<file path="config.mk">
export PLATFORM = sky130hd
export DESIGN_NAME = tom_ctl
export DESIGN_NICKNAME = d
export VERILOG_FILES = /design/src/rtl/tom_ctl.sv
export SDC_FILE = /design/constraint.sdc
export NUM_CORES = 1
export LEC_CHECK = 0
export BUFFER_PORTS_ARGS = -buffer_cell sky130_fd_sc_hd__clkbuf_2
export CAP_MARGIN = 25
export CORE_ASPECT_RATIO = 1.4
export CORE_MARGIN = 4
export CORE_UTILIZATION = 40
export CTS_CLUSTER_DIAMETER = 120
export DETAILED_ROUTE_END_ITERATION = 8
export PLACE_DENSITY = 0.54
export SETUP_SLACK_MARGIN = 0.5
export SYNTH_ARGS = -nofsm -noshare
export SYNTH_HDL_FRONTEND = slang
export SYNTH_SLANG_ARGS = --single-unit
</file>
<file path="constraint.sdc">
create_clock -name clk -period 6.23 [get_ports clk]
set_input_delay 1.246 -clock clk [delete_from_list [all_inputs] [get_ports clk]]
set_output_delay 1.246 -clock clk [all_outputs]
set_load 0.01 [all_outputs]
</file>
<file path="src/rtl/tom_ctl.sv">
// Per-frame motion controller for the Tom sprite. Horizontal stepping and a
// ground/air jump machine with integer gravity, all applied once per vblank rise.
module tom_ctl #(
  parameter int X_INIT   = 100,
  parameter int Y_GROUND = 450,
  parameter int X_MIN    = 0,
  parameter int X_MAX    = 700,
  parameter int STEP_X   = 4,
  parameter int JUMP_V0  = 12,
  parameter int GRAVITY  = 1,
  parameter int MAX_FALL = 12
) (
  input  logic       clk,
  input  logic       rst,
  input  logic       vblnk,
  input  logic       left,
  input  logic       right,
  input  logic       jump,
  input  logic       freeze,
  output logic [9:0] tom_x,
  output logic [9:0] tom_y,
  output logic       facing_left,
  output logic       on_ground,
  output logic       frame_tick
);

  typedef enum logic {GROUND = 1'b0, AIR = 1'b1} state_e;

  localparam logic [9:0]         X_INIT_U     = 10'(X_INIT);
  localparam logic [9:0]         Y_GROUND_U   = 10'(Y_GROUND);
  localparam logic [9:0]         JUMP_V0_U    = 10'(JUMP_V0);
  localparam logic signed [10:0] X_MIN_S      = 11'(X_MIN);
  localparam logic signed [10:0] X_MAX_S      = 11'(X_MAX);
  localparam logic signed [10:0] STEP_X_S     = 11'(STEP_X);
  localparam logic signed [10:0] Y_GROUND_S   = 11'(Y_GROUND);
  localparam logic signed [5:0]  JUMP_V0_S    = 6'(JUMP_V0);
  localparam logic signed [5:0]  GRAVITY_S    = 6'(GRAVITY);
  localparam logic signed [5:0]  MAX_FALL_NEG = 6'(-MAX_FALL);

  state_e             state_q, state_d;
  logic               vblnk_q, vblnk_d;
  logic               seen_low_q, seen_low_d;
  logic               jump_lat_q, jump_lat_d;
  logic [9:0]         x_q, x_d;
  logic [9:0]         y_q, y_d;
  logic signed [5:0]  vy_q, vy_d;
  logic               facing_q, facing_d;
  logic               on_ground_q, on_ground_d;
  logic               tick_q, tick_d;

  logic               tick;
  logic               jump_now;
  logic signed [10:0] x_left, x_right, y_nxt;
  logic signed [5:0]  vy_dec, vy_nxt;

  always_comb begin
    // A rise only counts once vblnk has been seen low since reset, so a
    // vblnk already high at reset release cannot fake a frame tick.
    tick     = vblnk & ~vblnk_q & seen_low_q;
    jump_now = jump_lat_q | jump;

    x_left  = $signed({1'b0, x_q}) - STEP_X_S;
    x_right = $signed({1'b0, x_q}) + STEP_X_S;
    y_nxt   = $signed({1'b0, y_q}) - $signed({{5{vy_q[5]}}, vy_q});
    vy_dec  = vy_q - GRAVITY_S;
    vy_nxt  = (vy_dec < MAX_FALL_NEG) ? MAX_FALL_NEG : vy_dec;

    vblnk_d    = vblnk;
    seen_low_d = seen_low_q | ~vblnk;
    jump_lat_d = tick ? 1'b0 : jump_now;
    tick_d     = tick;
    state_d    = state_q;
    x_d        = x_q;
    y_d        = y_q;
    vy_d       = vy_q;
    facing_d   = facing_q;

    if (tick && !freeze) begin
      if (left && !right) begin
        x_d      = (x_left < X_MIN_S) ? X_MIN_S[9:0] : x_left[9:0];
        facing_d = 1'b1;
      end else if (right && !left) begin
        x_d      = (x_right > X_MAX_S) ? X_MAX_S[9:0] : x_right[9:0];
        facing_d = 1'b0;
      end

      case (state_q)
        GROUND: begin
          if (jump_now) begin
            vy_d    = JUMP_V0_S;
            y_d     = y_q - JUMP_V0_U;
            state_d = AIR;
          end else begin
            y_d  = Y_GROUND_U;
            vy_d = '0;
          end
        end
        AIR: begin
          if (y_nxt[10]) begin
            y_d  = '0;
            vy_d = '0;
          end else if (y_nxt >= Y_GROUND_S) begin
            y_d     = Y_GROUND_U;
            vy_d    = '0;
            state_d = GROUND;
          end else begin
            y_d  = y_nxt[9:0];
            vy_d = vy_nxt;
          end
        end
        default: state_d = GROUND;
      endcase
    end

    on_ground_d = (state_d == GROUND);
  end

  always_ff @(posedge clk) begin
    if (rst) begin
      state_q     <= GROUND;
      vblnk_q     <= 1'b0;
      seen_low_q  <= 1'b0;
      jump_lat_q  <= 1'b0;
      x_q         <= X_INIT_U;
      y_q         <= Y_GROUND_U;
      vy_q        <= '0;
      facing_q    <= 1'b0;
      on_ground_q <= 1'b1;
      tick_q      <= 1'b0;
    end else begin
      state_q     <= state_d;
      vblnk_q     <= vblnk_d;
      seen_low_q  <= seen_low_d;
      jump_lat_q  <= jump_lat_d;
      x_q         <= x_d;
      y_q         <= y_d;
      vy_q        <= vy_d;
      facing_q    <= facing_d;
      on_ground_q <= on_ground_d;
      tick_q      <= tick_d;
    end
  end

  assign tom_x       = x_q;
  assign tom_y       = y_q;
  assign facing_left = facing_q;
  assign on_ground   = on_ground_q;
  assign frame_tick  = tick_q;

endmodule

</file>
# Yosys cells after proc, flatten, opt, wreduce, memory -nomap -nowiden
# Index checks and enable logic that the tools add are counted.
[word_totals] ff_bits=33 input_bits=7 output_inout_bits=23 word_cells=56
[classes] add_sub_neg=5 order_cmp=4 muxes=20 n_bitwise=8 n_reduce_logical=9
[op_table] cell="10-bit 2-to-1 mux" count=7
[op_table] cell="10-bit one-hot mux with 2 select lines" count=1
[op_table] cell="6-bit 2-to-1 mux" count=3
[op_table] cell="6-bit one-hot mux with 2 select lines" count=1
[op_table] cell="10-bit by 3-bit adder with 11-bit output (second input constant)" count=1
[op_table] cell="11-bit by 10-bit greater-or-equal comparator with 1-bit output (second input constant)" count=1
[op_table] cell="11-bit greater-than comparator (second input constant)" count=1
[op_table] cell="11-bit by 1-bit < comparator with 1-bit output (second input constant)" count=1
[op_table] cell="10-bit by 3-bit subtractor with 11-bit output (second input constant)" count=1
[op_table] cell="11-bit by 6-bit subtractor with 11-bit output" count=1
[op_table] cell="10-bit by 4-bit subtractor with 10-bit output (second input constant)" count=1
[op_table] cell="6-bit by 5-bit < comparator with 1-bit output (second input constant)" count=1
[op_table] cell="1-bit 2-to-1 mux" count=6
[op_table] cell="6-bit by 2-bit subtractor with 6-bit output (second input constant)" count=1
[op_table] cell="4-bit 2-to-1 mux" count=1
[op_table] cell="1-bit inverter" count=4
[op_table] cell="1-bit logical AND" count=3
[op_table] cell="1-bit logical NOT" count=3
[op_table] cell="1-bit AND" count=2
[op_table] cell="1-bit bitwise OR" count=2
[op_table] cell="1-bit one-hot mux with 2 select lines" count=1
[op_table] cell="2-bit AND reduction" count=1
[op_table] cell="2-bit nonzero test" count=1
[op_table] cell="2-bit OR reduction" count=1

# Longest topological paths before layout
# Gate-level depths: netlist (run 1).
[logic_depth] ltp_word=7 ltp_mapped=12 ltp_nobuf=11

# Least setup slack after synthesis (run 1)
# No wires, ideal clock.
[synth_timing] path_kind="reg-to-reg" startpoint="reg vy_q[5]" endpoint="reg vy_q[1]" setup_time_ps=96 arrival_ps=2575 required_time_ps=6134 slack_ps=3559 path_stages_with_launch=12 n_path_buf=2 period_less_slack_ps=2671 cell_sequence="dfxtp_1 > clkbuf_1 > inv_2 > ha_1 > a21oi_1 > o21ai_1 > a31o_2 > a31oi_1 > mux2i_4 > o211ai_4 > buf_6 > o41ai_2"
[synth_via] elab_chain_len=6 word_cells_on_any_way=8 classes_between="2 x add/sub; 2 x order compare; 4 x mux"
[synth_lines] element="from (decl)" line="46" text="logic signed [5:0] vy_q, vy_d;"
[synth_lines] element="from (signal assigned)" line="137" text="vy_q <= vy_d;"
[synth_lines] element="parallel branches: the longest is 4 deep, another holds 11-bit by 6-bit subtractor with 11-bit output"
[synth_lines] element="6-bit 2-to-1 mux (*)" line="99" text="if (y_nxt[10]) begin"
[synth_lines] element="6-bit one-hot mux with 2 select lines (*)" line="87" text="case (state_q)"
# Mark *: on every way between the ends.
# A chain may end at the register's enable or synchronous reset.

# Worst setup path in the final report (run 1)
[layout_timing] startpoint="reg vy_q[5]" endpoint="reg vy_q[4]"
# The elaborated chain is that of the path after synthesis.

==> flow_metrics.py, run 1 <==
metrics = {
    "synth": {
        "ys_seq_elements": 31,
        "synth_mux_area_share_pct": 1.31,
        "synth-main-ff-cell": "dfxtp_1",
        "synth_cells": 319,
        "synthAdderAreaFrac_pct": 9.37,
        "synth_top_family_by_area": "compound AO/OA/AOI/OAI gates",
        "synth-edff-count": 0,
        "synth_xor_area_share_pct": 5.29,
        "synth_area_mm2": 0.00248,
        "async_flop_share_pct": 0,
        "yosysWarnings": 0,
        "ys_types": 64,
        "synth-compound-area-share_pct": 31.4,
        "synth-seq-area-share_pct": 25.0,
        "synth.avg_cell_area_um2": 7.79,
        "synthSimpleGateAreaFrac_pct": 21.3,
    },
    "clocking": {
        "postCtsSetupBuffers": 0,
        "clk_latency_ps": 280,
        "htree_levels": 2,
        "cts_buffers": 5,
        "path_clk_slew_ps": 70,
        "clock_tree.root_cell": "clkbuf_8",
        "numClockSinks": 31,
        "cts_tree": "done",
        "clk_path_buf_depth": 2,
        "cts_resized": 0,
        "hold_buffers": 0,
    },
    "routing": {
        "dr.pass1.iters": 4,
        "vias": 2403,
        "viasPerCell": 5.88,
        "drtIter0Drc": 108,
        "route.detailed.drc": 0,
        "ant_nets": 0,
        "wire_per_inst_um": 15.9,
        "drt_wl_total_mm": 6.51,
    },
    "critical_path": {
        "regToRegStartpoint": "vy_q[5]$_SDFFE_PP0P_",
        "required_ps": 6410,
        "endpoint_kind": "flip-flop",
        "critPathLaunchType": "flip-flop",
        "crit_path_max_fanout": 11,
        "ff2ff_setup_slack_ps": 3170,
        "r2r_cells": 9,
        "critPathKind": "flip-flop to flip-flop",
        "reg2reg_to": "vy_q[4]$_SDFFE_PP0P_",
        "cp_data_arrival_time_ps": 3240,
    },
    "power": {
        "peakVddDrop_uv": 72.6,
        "p_comb_share_pct": 17.8,
        "p_sw_share_pct": 28.9,
        "p_leak_nw": 1.03,
        "seq_power_share_pct": 44.4,
        "clock_power_share_pct": 37.8,
        "power.internal_uw": 337,
        "p_switching_uw": 137,
        "power.total_uw": 474,
        "powerDensity_mw_per_mm2": 173,
    },
    "floorplanning": {
        "io_pins": 30,
        "initial_utilization_pct": 41.8,
        "coreArea_mm2": 0.00595,
        "die_h_um": 101,
        "die_w_um": 74.6,
        "num_rows": 33,
        "die-area_mm2": 0.00755,
    },
    "sta": {
        "post-route-period-util_pct": 49.1,
        "rsz0062_at_grt": "no",
        "hold_viol": 0,
        "finalSetupTns_ps": 0,
        "min_period_ps": 3060,
        "finalSetupViolations": 0,
        "clock.fmax_mhz": 327,
        "tightest_slew_ps": 732,
        "skew_ps": 3.28,
        "slew_violations": 0,
        "slew_headroom_pct": 51.2,
    },
    "hold_path": {
        "hold_class": "flip-flop to flip-flop",
        "min_to": "seen_low_q$_SDFF_PP0_",
        "hold_start": "seen_low_q$_SDFF_PP0_",
        "holdPathStages": 2,
    },
    "grt": {
        "track_usage_pct": 18.3,
        "overflow": 0,
        "grt_max_degree": 34,
        "grt_pass1_vias": 2291,
        "grt_pass1_wl_mm": 10.9,
        "antenna_found_initial": 0,
    },
    "outcome": {
        "status": "complete, no violations",
    },
    "layout": {
        "layout-drive-gt1-share_pct": 15.9,
        "antenna_cells": 0,
        "fillers": 652,
        "final-seq-area_um2": 621,
        "nets": 363,
        "multi_input_area_mm2": 0.00172,
        "syn_to_final_growth_pct": 10.0,
    },
    "job": {
        "cap_viol_max_count": 0,
    },
    "placed_design": {
        "io_buffers": 27,
        "dp_hpwl_mm": 4.94,
        "place_congestion": 0.793,
    },
}
[cell usage after synthesis (2+ instances only)]
cell type / count / area [µm²]
nand2b_1: 5 / 31.3
clkbuf_1: 10 / 37.5
nand3_1: 4 / 20.0
nor2_1: 25 / 93.8
nor4_1: 6 / 37.5
a22o_1: 2 / 17.5
nor3_1: 15 / 75.1
o22ai_1: 7 / 43.8
a31o_2: 2 / 17.5
o211ai_1: 4 / 30.0
o32ai_2: 2 / 32.5
and3_1: 3 / 18.8
dfxtp_1: 31 / 621
a21oi_1: 23 / 115
inv_2: 2 / 7.51
o41ai_2: 2 / 32.5
buf_4: 2 / 15.0
nor2b_1: 3 / 18.8
o31ai_1: 4 / 30.0
a311oi_1: 2 / 17.5
xor2_1: 4 / 35.0
xnor2_1: 11 / 96.3
o21ai_0: 19 / 95.1
a21o_1: 6 / 45.0
nand3b_1: 3 / 22.5
a22oi_1: 2 / 15.0
or2_2: 3 / 18.8
or3_1: 10 / 62.6
a2111oi_0: 4 / 35.0
a31oi_1: 5 / 31.3
buf_2: 2 / 10.0
inv_1: 18 / 67.6
o21ai_1: 6 / 30.0
ha_1: 17 / 213
nand2_1: 26 / 97.6
[stage by stage]
| step | std cells | hold slack, ps | util (%) | worst slack [ps] | area, µm² |
|---|---|---|---|---|---|
| after floorplan | 320 | 430 | - | 3560 | 2490 |
| after global placement | 401 | 442 | 44.3 | 3080 | 2630 |
| after detailed placement | 401 | 448 | 44.3 | 2960 | 2630 |
| after CTS | 409 | 458 | 46.0 | 3190 | 2730 |
| after global routing | 409 | 497 | 46.0 | 2970 | 2730 |
| final | 409 | 456 | 46.0 | 3170 | 2730 |
[routing by layer]
metal	wire (µm)	vias to the layer above	global-route usage (%)
met5	0	-	0
met4	157	0	6.99
met3	210	12	2.88
met2	3380	43	32.8
met1	2760	1121	21.5
li1	-	1227	-
[worst max path at each step]
stage / startpoint / to / slack [ps]
2_1_floorplan: vy_q[5]$_SDFFE_PP0P_ / vy_q[1]$_SDFFE_PP0P_ / 3560
3_3_place_gp: vblnk / tom_x[5]$_SDFFE_PP1P_ / 3080
3_5_place_dp: vblnk / tom_x[5]$_SDFFE_PP1P_ / 2960
4_1_cts: vy_q[5]$_SDFFE_PP0P_ / vy_q[4]$_SDFFE_PP0P_ / 3190
5_1_grt: vblnk / tom_x[6]$_SDFFE_PP1P_ / 2970
6_report: vy_q[5]$_SDFFE_PP0P_ / vy_q[4]$_SDFFE_PP0P_ / 3170
[registers in the layout, indices dropped and copies added, names as in the netlist]
name	cells
tom_y	10
on_ground	1
frame_tick	1
jump_lat_q	1
state_q	1
tom_x	8
facing_left	1
seen_low_q	1
vy_q	6
vblnk_q	1
[cells by family after synthesis]
family / Yosys count
AND/OR/NAND/NOR: 108
adder cells (fa/ha/maj): 18
multiplexers: 2
flip-flops: 31
buffers and inverters: 36
AO/OA/AOI/OAI: 108
XOR/XNOR: 15
other: 1
[layout by cell type, fill, tap and decap left out, types with 2 or more instances in the layout]
| master | synthesis | layout |
|---|---|---|
| o41ai_2 | 2 | 2 |
| o22ai_1 | 7 | 7 |
| ha_1 | 17 | 17 |
| nand3_1 | 4 | 4 |
| nand2_1 | 26 | 26 |
| a31o_2 | 2 | 2 |
| o32ai_2 | 2 | 2 |
| o211ai_1 | 4 | 4 |
| nand2b_1 | 5 | 5 |
| a31oi_1 | 5 | 5 |
| nor4_1 | 6 | 6 |
| nor2_1 | 25 | 25 |
| nor2b_1 | 3 | 3 |
| inv_2 | 2 | 2 |
| o21ai_0 | 19 | 19 |
| a21o_1 | 6 | 6 |
| or3_1 | 10 | 10 |
| inv_1 | 18 | 18 |
| a22o_1 | 2 | 2 |
| and3_1 | 3 | 3 |
| o21ai_1 | 6 | 6 |
| clkbuf_2 | 0 | 27 |
| a21oi_1 | 23 | 23 |
| a311oi_1 | 2 | 2 |
| a22oi_1 | 2 | 2 |
| a2111oi_0 | 4 | 4 |
| nor3_1 | 15 | 15 |
| xnor2_1 | 11 | 11 |
| o31ai_1 | 4 | 4 |
| dfxtp_1 | 31 | 31 |
| xor2_1 | 4 | 4 |
| clkbuf_8 | 0 | 7 |
| nand3b_1 | 3 | 3 |
| conb_1 | 1 | 2 |
| or2_2 | 3 | 3 |
[worst max-delay path, cell delays in order (launching register included)]
cell,delay [ps]
dfxtp_1,540
inv_2,180
ha_1,430
nand2_1,170
o21ai_1,100
a31o_2,260
a31oi_1,290
mux2i_4,380
o211ai_4,220
a2111oi_2,390
[area by class of cell]
class | count | share of cell area (%)
Multi-Input combinational cell | 253 | 62.7
Sequential cell | 31 | 22.7
Timing Repair Buffer | 27 | 4.94
Clock buffer | 8 | 3.66
Tap cell | 70 | 3.20
Inverter | 20 | 2.75
[power by group through the flow]
stage,logic (mW),registers (mW),clock network [mW]
floorplan,0.0646,0.214,0
global placement,0.0839,0.215,0
detailed placement,0.0842,0.215,0
CTS,0.0846,0.210,0.185
global route,0.0942,0.212,0.192
finish,0.0844,0.210,0.179
Power figures use the tool's default switching activity.
==> run 2, diff against run 1 <==
clock period = 2.85 ns   (was 6.23 ns; I/O delays follow)
==> run 2 against run 1 <==
Power rose by 140%. Fmax rose by 20%. Global-route usage rose by 1.5 points. Sequential power rose by 120%. Critical path type unchanged. Largest power group unchanged. Register-to-register slack got worse by 2900 ps.
==> flow_metrics.py, run 2 (synthesis gave the netlist of run 1 again) <==
metrics = {
    "floorplanning": {
        "die-area_mm2": 0.00755,
        "die_w_um": 74.6,
        "io_pins": 30,
        "initial_utilization_pct": 41.8,
        "coreArea_mm2": 0.00595,
        "die_h_um": 101,
        "num_rows": 33,
    },
    "sta": {
        "slew_violations": 0,
        "clock.fmax_mhz": 393,
        "skew_ps": 8.47,
        "post-route-period-util_pct": 89.3,
        "finalSetupViolations": 0,
        "hold_viol": 0,
        "rsz0062_at_grt": "yes",
        "finalSetupTns_ps": 0,
        "fin_ws_ps": 304,
        "tightest_slew_ps": 554,
        "min_period_ps": 2550,
        "slew_headroom_pct": 62.7,
    },
    "power": {
        "power.internal_uw": 789,
        "powerDensity_mw_per_mm2": 332,
        "p_comb_share_pct": 24.1,
        "p_switching_uw": 336,
        "p_sw_share_pct": 29.9,
        "seq_power_share_pct": 40.6,
        "p_leak_nw": 1.29,
        "peakVddDrop_uv": 212,
        "clock_power_share_pct": 35.3,
    },
    "hold_path": {
        "hold_start": "seen_low_q$_SDFF_PP0_",
        "hold_class": "flip-flop to flip-flop",
    },
    "layout": {
        "fin_util_pct": 57.0,
        "fillers": 542,
        "multi_input_area_mm2": 0.00206,
        "final_cell_mix": "clkbuf_2 (27), buf_4 (27), nand2_1 (25)",
        "antenna_cells": 0,
        "postLayoutCellArea_mm2": 0.00339,
        "layout-drive-gt1-share_pct": 36.2,
        "syn_to_final_growth_pct": 36.4,
        "nets": 394,
        "final-seq-area_um2": 641,
        "largest_register_ffs": 10,
    },
    "critical_path": {
        "cp_data_arrival_time_ps": 2720,
        "endpoint_kind": "flip-flop",
        "required_ps": 3020,
        "regToRegStartpoint": "tom_y[0]$_SDFFE_PP0P_",
        "critPathLaunch": "tom_y[0]$_SDFFE_PP0P_",
        "critPathLaunchType": "flip-flop",
        "crit_path_max_fanout": 6,
        "critPathKind": "flip-flop to flip-flop",
    },
    "routing": {
        "viasPerCell": 5.83,
        "wire_per_inst_um": 16.7,
        "route.detailed.drc": 0,
        "ant_nets": 0,
        "dr.pass1.iters": 4,
        "vias": 2565,
        "drtIter0Drc": 61,
        "drt_wl_total_mm": 7.36,
    },
    "placed_design": {
        "place_congestion": 0.851,
        "dp_slack_ps": 130,
        "dp_hpwl_mm": 5.29,
        "place_area_mm2": 0.00280,
        "io_buffers": 27,
    },
    "clocking": {
        "numClockSinks": 31,
        "path_clk_slew_ps": 70,
        "cts_tree": "done",
        "clk_path_buf_depth": 2,
        "clk_latency_ps": 290,
        "hold_buffers": 0,
        "cts_buffers": 5,
        "clock_tree.root_cell": "clkbuf_8",
        "htree_levels": 2,
    },
    "grt": {
        "antenna_found_initial": 0,
        "grt_pass1_wl_mm": 11.6,
        "grt_pass1_vias": 2399,
        "track_usage_pct": 19.8,
        "grt_max_degree": 30,
        "overflow": 0,
    },
    "job": {
        "cap_viol_max_count": 0,
    },
    "outcome": {
        "status": "complete, no violations",
    },
}
-- run 2: cell types whose count changed in the layout (fill, tap and decap cells not counted), moves of 5 or more --
cell	change
dfxtp_1	-10
buf_4	+27
ha_4	+8
dfxtp_2	+7
inv_1	-5
ha_1	-8
-- run 2: layout make-up --
| cell class | count | area share [%] |
|---|---|---|
| sequential | 31 | 18.9 |
| multi-input combinational | 253 | 60.7 |
| inverter | 20 | 2.58 |
| timing repair buffer | 58 | 12.3 |
| tap | 70 | 2.58 |
| clock buffer | 8 | 2.95 |
-- run 2: power by group through the flow --
stage | clock [mW] | combinational [mW] | sequential, mW
6_report | 0.397 | 0.272 | 0.457
4_1_cts | 0.406 | 0.237 | 0.457
2_1_floorplan | 0 | 0.148 | 0.469
3_3_place_gp | 0 | 0.204 | 0.468
5_1_grt | 0.425 | 0.291 | 0.458
3_5_place_dp | 0 | 0.202 | 0.468
-- run 2: through the flow --
stage / hold WS (ps) / power [mW] / cells
detailed placement: 446 / 0.670 / 414
finish: 453 / 1.13 / 440
global placement: 439 / 0.671 / 414
floorplan: 430 / 0.617 / 320
CTS: 456 / 1.10 / 433
global route: 486 / 1.17 / 440
-- run 2: worst paths after layout --
kind | cells after the start | slack, ps | endpoint
max reg2reg | 12 | 300 | vy_q[5]$_SDFFE_PP0P_
max | 12 | 300 | vy_q[5]$_SDFFE_PP0P_
min reg2reg | 2 | 450 | seen_low_q$_SDFF_PP0_
min | 2 | 450 | seen_low_q$_SDFF_PP0_
-- run 2: layer usage --
metal | vias to the layer above | track usage, % | part of all wire [%]
met5 | - | 0 | 0
met4 | 0 | 7.26 | 1.7
met3 | 9 | 2.38 | 2.9
met2 | 50 | 37.0 | 55
met1 | 1227 | 22.4 | 40
li1 | 1279 | - | -
-- run 2: what timing repair did --
item,4_1_cts,5_1_grt
gates resized for setup,32,32
setup buffers,10,7
setup endpoints to repair,21,24
pin swaps,15,19
cloned,1,0
-- run 2: critical path: stages (launching register included) --
cell       delay, ps
dfxtp_2          330
inv_2             40
ha_4             160
fa_2             370
nor2b_4          140
o22ai_2          100
xnor2_2          250
a2111oi_4         80
or3_4            400
o211ai_4         230
buf_12           170
buf_6            100
o31ai_4           40
==> run 3, diff against run 2 <==
CORE_ASPECT_RATIO = unset   (was 1.4)
==> run 3 against run 2 <==
Power down 7.3%. Fmax grew 2.4%. Cell area decreased by 4.6%. Die area decreased by 0.24%. Sequential cell count did not move. Worst setup slack better by 60 ps. Clock skew fell by 5.8 ps. Global-route usage shrank 0.67 points. Clock-buffer cell count is 1 lower. Final cell count is 1.4% higher. Largest power group unchanged.
==> flow_metrics.py, run 3 (synthesis gave the netlist of run 1 again) <==
metrics = {
    "sta": {
        "clock.fmax_mhz": 402,
        "hold_viol": 0,
        "slew_headroom_pct": 60.0,
        "tightest_slew_ps": 594,
        "finalSetupViolations": 0,
        "post-route-period-util_pct": 87.3,
        "rsz0062_at_grt": "yes",
        "slew_violations": 0,
        "min_period_ps": 2490,
        "finalSetupTns_ps": 0,
        "skew_ps": 2.66,
    },
    "routing": {
        "drt_wl_total_mm": 6.96,
        "wire_per_inst_um": 15.6,
        "vias": 2571,
        "ant_nets": 0,
        "drtIter0Drc": 212,
        "route.detailed.drc": 0,
        "dr.pass1.iters": 5,
        "viasPerCell": 5.76,
    },
    "grt": {
        "overflow": 0,
        "track_usage_pct": 19.2,
        "grt_max_degree": 19,
        "grt_pass1_vias": 2282,
        "grt_pass1_wl_mm": 11.5,
        "antenna_found_initial": 0,
    },
    "layout": {
        "syn_to_final_growth_pct": 30.1,
        "postLayoutCellArea_mm2": 0.00323,
        "largest_register_ffs": 10,
        "nets": 395,
        "final_cell_mix": "clkbuf_2 (27), nand2_1 (25), buf_4 (25)",
        "fillers": 570,
        "final-seq-area_um2": 644,
        "final_common_cell": "clkbuf_2",
        "multi_input_area_mm2": 0.00191,
        "layout-drive-gt1-share_pct": 33.4,
        "antenna_cells": 0,
        "final_cell_count_no_fill": 446,
    },
    "critical_path": {
        "endpoint_kind": "flip-flop",
        "critPathKind": "flip-flop to flip-flop",
        "required_ps": 3030,
        "critPathLaunchType": "flip-flop",
        "cp_data_arrival_time_ps": 2670,
        "crit_path_max_fanout": 5,
    },
    "power": {
        "powerDensity_mw_per_mm2": 322,
        "peakVddDrop_uv": 217,
        "p_leak_nw": 1.23,
        "power.total_mw": 1.04,
    },
    "placed_design": {
        "place_area_mm2": 0.00279,
        "io_buffers": 27,
        "place_congestion": 0.814,
        "dp_hpwl_mm": 5.07,
        "dp.cells": 417,
    },
    "clocking": {
        "cts_buffers": 5,
        "hold_buffers": 0,
        "clk_path_buf_depth": 2,
        "clk_latency_ps": 280,
        "path_clk_slew_ps": 60,
        "htree_levels": 2,
        "cts_tree": "done",
        "clock_tree.root_cell": "clkbuf_8",
        "numClockSinks": 31,
    },
    "floorplanning": {
        "coreArea_mm2": 0.00599,
        "num_rows": 28,
        "die-area_mm2": 0.00754,
        "io_pins": 30,
        "die_w_um": 86.8,
        "initial_utilization_pct": 41.5,
        "die_h_um": 86.8,
    },
    "outcome": {
        "status": "complete, no violations",
    },
    "hold_path": {
        "hold_class": "flip-flop to flip-flop",
    },
    "job": {
        "cap_viol_max_count": 0,
    },
}
## run 3: layer usage
metal / up-vias / GRT usage, % / wire [µm]
met4: 0 / 5.52 / 80
met5: - / 0 / 0
met3: 10 / 3.14 / 341
li1: 1286 / - / -
met1: 1213 / 28.3 / 3390
met2: 62 / 28.4 / 3150
## run 3: final timing paths
check	start	slack, ps	depth (start not counted)	to
worst max register to register	vy_q[1]$_SDFFE_PP0P_	360	10	on_ground$_SDFF_PP1_
worst min register to register	seen_low_q$_SDFF_PP0_	450	2	seen_low_q$_SDFF_PP0_
worst min-delay path	seen_low_q$_SDFF_PP0_	450	2	seen_low_q$_SDFF_PP0_
worst max-delay path	vy_q[1]$_SDFFE_PP0P_	360	10	on_ground$_SDFF_PP1_
## run 3: critical path: stages, from the launching register on
cell,delay [ps]
dfxtp_4,370
inv_1,60
ha_1,270
nor2b_2,160
o2111ai_2,200
o21ai_1,190
a31oi_4,230
mux2i_4,320
buf_4,160
o21ai_1,140
a31o_2,270
## run 3: area by class of cell
cell class	count	share of cell area [%]
clock buffers	7	2.36
repair buffers	58	12.9
multi-input cells	254	59.2
inverters	20	2.55
flip-flops and latches	31	19.9
clock inverters	1	0.155
well taps	75	2.90
## run 3: where the power goes
part / total (mW) / switching (mW) / leakage (nW) / internal, mW
sequential: 0.457 / 0.0136 / 0.256 / 0.443
combinational: 0.250 / 0.136 / 0.936 / 0.114
clock: 0.336 / 0.165 / 0.0422 / 0.171
## run 3: what timing repair did
item,in CTS,in global routing
cloned,1,0
setup buffers,13,7
gates resized for setup,24,22
pin swaps,13,13
endpoints found under the setup margin,23,24
## run 3: stage by stage
stage               utilization (%)  setup slack (ps)  hold WS, ps
detailed placement             46.6               105          444
CTS                            51.7               300          455
global route                   54.0               207          482
finish                         54.0               363          449
floorplan                         -               454          430
global placement               46.6               190          440
